===== config.mk =====
export PLATFORM = sky130hd
export DESIGN_NAME = up3_loader
export DESIGN_NICKNAME = d
export VERILOG_FILES = /design/src/rtl/up3_loader_pkg.sv /design/src/rtl/up3_ld_cksum.sv /design/src/rtl/up3_loader.sv
export SDC_FILE = /design/constraint.sdc
export NUM_CORES = 1
export LEC_CHECK = 0
export CORE_MARGIN = 2
export CORE_UTILIZATION = 30
export DETAILED_ROUTE_END_ITERATION = 10
export GPL_TIMING_DRIVEN = 0
export PLACE_DENSITY_LB_ADDON = 0.15
export SYNTH_ARGS = -nofsm -noshare
export SYNTH_HDL_FRONTEND = slang
export SYNTH_HIERARCHICAL = 1
export SYNTH_SLANG_ARGS = --single-unit

===== constraint.sdc =====
create_clock -name clk -period 4.2 [get_ports clk]
set_clock_uncertainty 0.2 [all_clocks]
set_input_delay 1.05 -clock clk [delete_from_list [all_inputs] [get_ports clk]]
set_output_delay 1.05 -clock clk [all_outputs]
set_load 0.01 [all_outputs]

===== src/rtl/up3_loader_pkg.sv =====
// Shared types and constants for the up3 program loader.
// State encodings double as the board-debug State output.
package up3_loader_pkg;

  localparam int unsigned ADDR_W = 8;
  localparam int unsigned DATA_W = 8;
  localparam int unsigned LEN_W  = ADDR_W + 1;

  typedef enum logic [2:0] {
    ST_IDLE = 3'd0,
    ST_LEN  = 3'd1,
    ST_LOAD = 3'd2,
    ST_CSUM = 3'd3,
    ST_RDBK = 3'd4,
    ST_DONE = 3'd5,
    ST_ERR  = 3'd6
  } ld_state_e;

endpackage


===== src/rtl/up3_ld_cksum.sv =====
// Modulo-256 byte accumulator with synchronous clear (priority) and add enable.
module up3_ld_cksum
  import up3_loader_pkg::*;
(
  input  logic              clk,
  input  logic              rst,
  input  logic              clr,
  input  logic              add_en,
  input  logic [DATA_W-1:0] add_val,
  output logic [DATA_W-1:0] sum
);

  always_ff @(posedge clk or posedge rst) begin
    if (rst) begin
      sum <= '0;
    end else if (clr) begin
      sum <= '0;
    end else if (add_en) begin
      sum <= sum + add_val;
    end
  end

endmodule


===== src/rtl/up3_loader.sv =====
// Streams a length-prefixed, checksummed program image into the up3 RAM,
// reads it back for verification, then releases the processor from reset.
module up3_loader
  import up3_loader_pkg::*;
(
  input  logic              clk,
  input  logic              reset,
  input  logic              start,
  input  logic              in_valid,
  input  logic [DATA_W-1:0] in_data,
  output logic              in_ready,
  input  logic [DATA_W-1:0] mem_q,
  output logic [ADDR_W-1:0] mem_address,
  output logic [DATA_W-1:0] mem_data,
  output logic              mem_wren,
  output logic              cpu_reset,
  output logic              busy,
  output logic              done,
  output logic              error,
  output logic [2:0]        State
);

  ld_state_e         state, state_nxt;
  logic [LEN_W-1:0]  len, count;
  logic [DATA_W-1:0] sum, rsum, csum_tot, rsum_tot;
  logic              xfer, launch, last_byte, rd_last;

  assign xfer      = in_valid && in_ready;
  assign launch    = start && (state inside {ST_IDLE, ST_DONE, ST_ERR});
  assign last_byte = (count == len - LEN_W'(1));
  assign rd_last   = (count == len);
  assign csum_tot  = sum + in_data;
  assign rsum_tot  = rsum + mem_q;

  always_ff @(posedge clk or posedge reset) begin
    if (reset) begin
      state <= ST_IDLE;
    end else begin
      state <= state_nxt;
    end
  end

  always_comb begin
    state_nxt = state;
    in_ready  = 1'b0;
    busy      = 1'b0;
    done      = 1'b0;
    error     = 1'b0;
    cpu_reset = 1'b1;
    case (state)
      ST_IDLE, ST_DONE, ST_ERR: begin
        done      = (state == ST_DONE);
        error     = (state == ST_ERR);
        cpu_reset = (state != ST_DONE);
        if (start) state_nxt = ST_LEN;
      end
      ST_LEN: begin
        in_ready = 1'b1;
        busy     = 1'b1;
        if (xfer) state_nxt = ST_LOAD;
      end
      ST_LOAD: begin
        in_ready = 1'b1;
        busy     = 1'b1;
        if (xfer && last_byte) state_nxt = ST_CSUM;
      end
      ST_CSUM: begin
        in_ready = 1'b1;
        busy     = 1'b1;
        if (xfer) state_nxt = (csum_tot == '0) ? ST_RDBK : ST_ERR;
      end
      ST_RDBK: begin
        busy = 1'b1;
        if (rd_last) state_nxt = (rsum_tot == sum) ? ST_DONE : ST_ERR;
      end
      default: state_nxt = ST_IDLE;
    endcase
  end

  assign State = state;

  // In RDBK, count is the cycle index: address c is presented in cycle c and
  // its data is summed in cycle c+1, so cycle N only absorbs the last sample.
  always_ff @(posedge clk or posedge reset) begin
    if (reset) begin
      len         <= '0;
      count       <= '0;
      mem_address <= '0;
      mem_data    <= '0;
      mem_wren    <= 1'b0;
    end else begin
      mem_wren <= 1'b0;
      case (state)
        ST_IDLE, ST_DONE, ST_ERR: begin
          if (start) count <= '0;
        end
        ST_LEN: begin
          if (xfer) begin
            len   <= (in_data == '0) ? LEN_W'(256) : {1'b0, in_data};
            count <= '0;
          end
        end
        ST_LOAD: begin
          if (xfer) begin
            mem_address <= count[ADDR_W-1:0];
            mem_data    <= in_data;
            mem_wren    <= 1'b1;
            count       <= count + LEN_W'(1);
          end
        end
        ST_CSUM: begin
          if (xfer) begin
            count       <= '0;
            mem_address <= '0;
          end
        end
        ST_RDBK: begin
          if (!rd_last) begin
            count <= count + LEN_W'(1);
            if (count + LEN_W'(1) < len) mem_address <= count[ADDR_W-1:0] + ADDR_W'(1);
          end
        end
        default: ;
      endcase
    end
  end

  up3_ld_cksum u_sum (
    .clk     (clk),
    .rst     (reset),
    .clr     (launch),
    .add_en  ((state == ST_LOAD) && xfer),
    .add_val (in_data),
    .sum     (sum)
  );

  up3_ld_cksum u_rsum (
    .clk     (clk),
    .rst     (reset),
    .clr     (launch),
    .add_en  ((state == ST_RDBK) && (count != '0)),
    .add_val (mem_q),
    .sum     (rsum)
  );

endmodule


==> reports/qor.txt <==
outcome -> finished, final reports clean
min Tclk post-route -> 3.637 ns
Final Max Slew Viols -> 0
clock root cell -> clkbuf_16
Post-CTS Hold Fix Bufs -> 0
dpl cell area -> 5142 sq um
vias post-DR -> 3806
Synth cell types -> 64
Worst setup SP type -> flip-flop
part of the Yosys area used for sequential elements -> 0.3035
hold path cells -> 1
initial antenna violation count -> 0
Post-CTS Resized -> 0
arrival time at the worst endpoint -> 3.63 ns
nets -> 609
Post-Syn Nets -> 557
Max H-tree Level -> 2
total gr overflow -> 0
Setup crit end kind -> flip-flop
largest cells by area after synthesis -> dfrtp_1, ha_1, xnor2_1
worst vdd ir -> 0.2498 mV
pwr/cell area -> 625.9 nW/um^2
wire per inst -> 15.93 um
Residual DRC -> 0
clock tree buffer depth -> 2
core region area -> 14530 sq um
number of DRC markers in iteration 0 -> 248
Hold Crit Endpoint -> mem_address[0]
Starting Density -> 0.3063
worst-skew pair later-pin latency -> 0.31 ns
terminus of the critical flop-to-flop path -> mem_address[7]
antenna cells -> 0
worst hold-check path type -> flip-flop to flip-flop
slowest stage delay, CP -> 0.75 ns
Final Setup Violations -> 0
Max-cap violations -> 0
slowest cell on the critical path -> o31ai_2
TritonCTS Sinks -> 54
Mean Syn Cell Area -> 9.030 sq um
setup repair bufs after CTS -> 0
RePlAce Congestion -> 0.8098
fin crit share -> 0.8660
clk slew on worst S/H paths -> 0.08 ns
Final WS setup -> 0.5628 ns
post-synth top area share -> 0.3035
Inserted Clock Buffers -> 5
worst slew pin tran -> 1.166 ns
Tot Pwr -> 3.312 mW
Placement Setup Slack -> 0.2281 ns
Overall Global Routing Usage -> 0.1539
Core Rows -> 44
r2r setup slk -> 0.56 ns
Synth top cells by count -> dfrtp_1, nand2_1, o21ai_0, ha_1, nor2_1
async set-or-reset flop fraction in the synthesized netlist -> 1.000
largest net degree at the start of global routing -> 37
Lkg Pwr -> 2.283 nW
Bufs and invs on worst path -> 1
RSZ-0062 raised after global routing -> false
fmax -> 274.9 MHz
predominant post-synthesis flop cell -> dfrtp_1
YS warnings -> 6
worst path cell trace -> buf_1 > and3_1 > and3_2 > nand3_1 > xnor2_1 > ha_1 > o21a_1 > o21ai_0 > o31ai_2 > mux2_2
Yosys top cell by area -> dfrtp_1
r2r worst-path depth -> 10
die area -> 15830 sq um
Worst Path Max Fanout -> 10
Util after Layout -> 0.3641
critical hold path startpoint -> mem_address[0]
Required @ worst endpoint -> 4.19 ns
Worst R2R Start -> count[3]
Final Hold Vio Count -> 0
relative slew slack -> 0.2166
share of post-route cells with drive strength above 1 -> 0.08791
IO Pins -> 45
synthesized instance count -> 493
register bit total from synthesis -> 54
die width -> 125.8 um
Via density -> 5.214
Die Y -> 125.8 um
ANT nets after route -> 0
Detailed Place HPWL -> 9029 um
EDFF count, synth -> 0
CTS tree -> built
kind of critical path -> flip-flop to flip-flop
synthesis-to-finish area growth -> 18.86%
most common cell in the netlist -> dfrtp_1
setup TNS -> 0 ns
Buffers on Ports -> 44
delay-heaviest family, CP -> compound AO/OA/AOI/OAI gates
first-pass GRT wire length -> 19670 um
vias in the first global route -> 3852
final instance area -> 5291 sq um
Detailed Route WL -> 11630 um
Mapped Area -> 4452 sq um
First-pass DRT Iterations -> 4
[worst register-to-register path: cells and delay by family (launching register included)]
family	cells	cell delay, ns
compound gates	3	0.95
xor+xnor	1	0.18
fa+ha+maj	1	0.31
buf+inv	1	0.42
flops	1	0.41
mux	1	0.42
simple gates	3	0.63
[state kept, by name (all words and copies together) (netlist names)]
name / count
len: 9
mem_data: 8
mem_address: 8
mem_wren: 1
count: 9
u_rsum/sum: 8
State: 3
u_sum/sum: 8
[how the worst max path moves through the flow]
stage                     depth (start not counted)  slack [ns]        from              to
final                                            10        0.56    count[3]  mem_address[7]
after detailed placement                          9        0.23  in_data[1]        State[1]
after CTS                                        10        0.49    count[3]  mem_address[7]
after global routing                             10        0.30    count[3]  mem_address[7]
after floorplan                                   9        1.07    mem_q[0]        State[0]
after global placement                           10        0.27    mem_q[0]        State[0]
[report_power, final]
part           internal, mW  total, mW  leakage [nW]  switching (mW)
clock network         0.224      0.442        0.0664           0.218
logic                 0.916       1.95          1.53            1.03
registers             0.709      0.922         0.686           0.212
total                  1.85       3.31          2.28            1.46
[layout make-up]
cell class                 instances  area, sq um
inverter                          26        97.59
multi-input combinational        395         2912
timing repair buffer              45        460.4
tap                              184        230.2
clock inverter                     3        23.77
buffer                            18        91.34
clock buffer                       5        125.1
sequential                        54         1351
fill                            1523         9243
[per-layer routing]
metal | vias to the layer above | GRT usage | part of all wire
li1 | 1895 | - | -
met4 | 0 | 0.03943 | 0.013
met3 | 11 | 0.02506 | 0.034
met1 | 1822 | 0.2157 | 0.50
met5 | - | 0 | 0
met2 | 78 | 0.2483 | 0.46
[metrics by stage]
step	instances	hold slack, ns
CTS	730	0.3109
global placement	721	0.2867
floorplan	493	0.2924
global route	730	0.3374
finish	730	0.3070
detailed placement	722	0.2921
[cells by family (layout without fill, tap and decap cells)]
group	Yosys count	in the layout	synth area share
adder cells (fa/ha/maj)	44	44	0.1304
AO/OA/AOI/OAI	128	128	0.1880
AND/OR/NAND/NOR	149	149	0.1737
flip-flops	54	54	0.3035
multiplexers	28	28	0.06970
XOR/XNOR	46	46	0.09219
buffers and inverters	44	97	0.04244
[cells in the final DEF, fill, tap and decap left out, types with 4 or more instances in the layout]
master / count
fa_1: 4
nand2_1: 41
a211oi_1: 7
mux2_2: 16
xnor2_1: 34
and3_1: 6
xor2_1: 11
o21ai_0: 41
nor2b_1: 5
nor4b_1: 4
o21ai_1: 4
nor2_1: 36
a21oi_1: 23
dfrtp_1: 54
nand2b_1: 9
nand4_1: 4
nor3_1: 6
clkbuf_1: 9
mux2i_1: 10
nand3_1: 13
nand4bb_1: 4
clkdlybuf4s50_1: 44
a21o_1: 11
o31ai_1: 6
inv_1: 25
ha_1: 40
buf_2: 4
nor4_1: 6
clkbuf_16: 5
No activity file was read; power rests on OpenSTA's default activity.
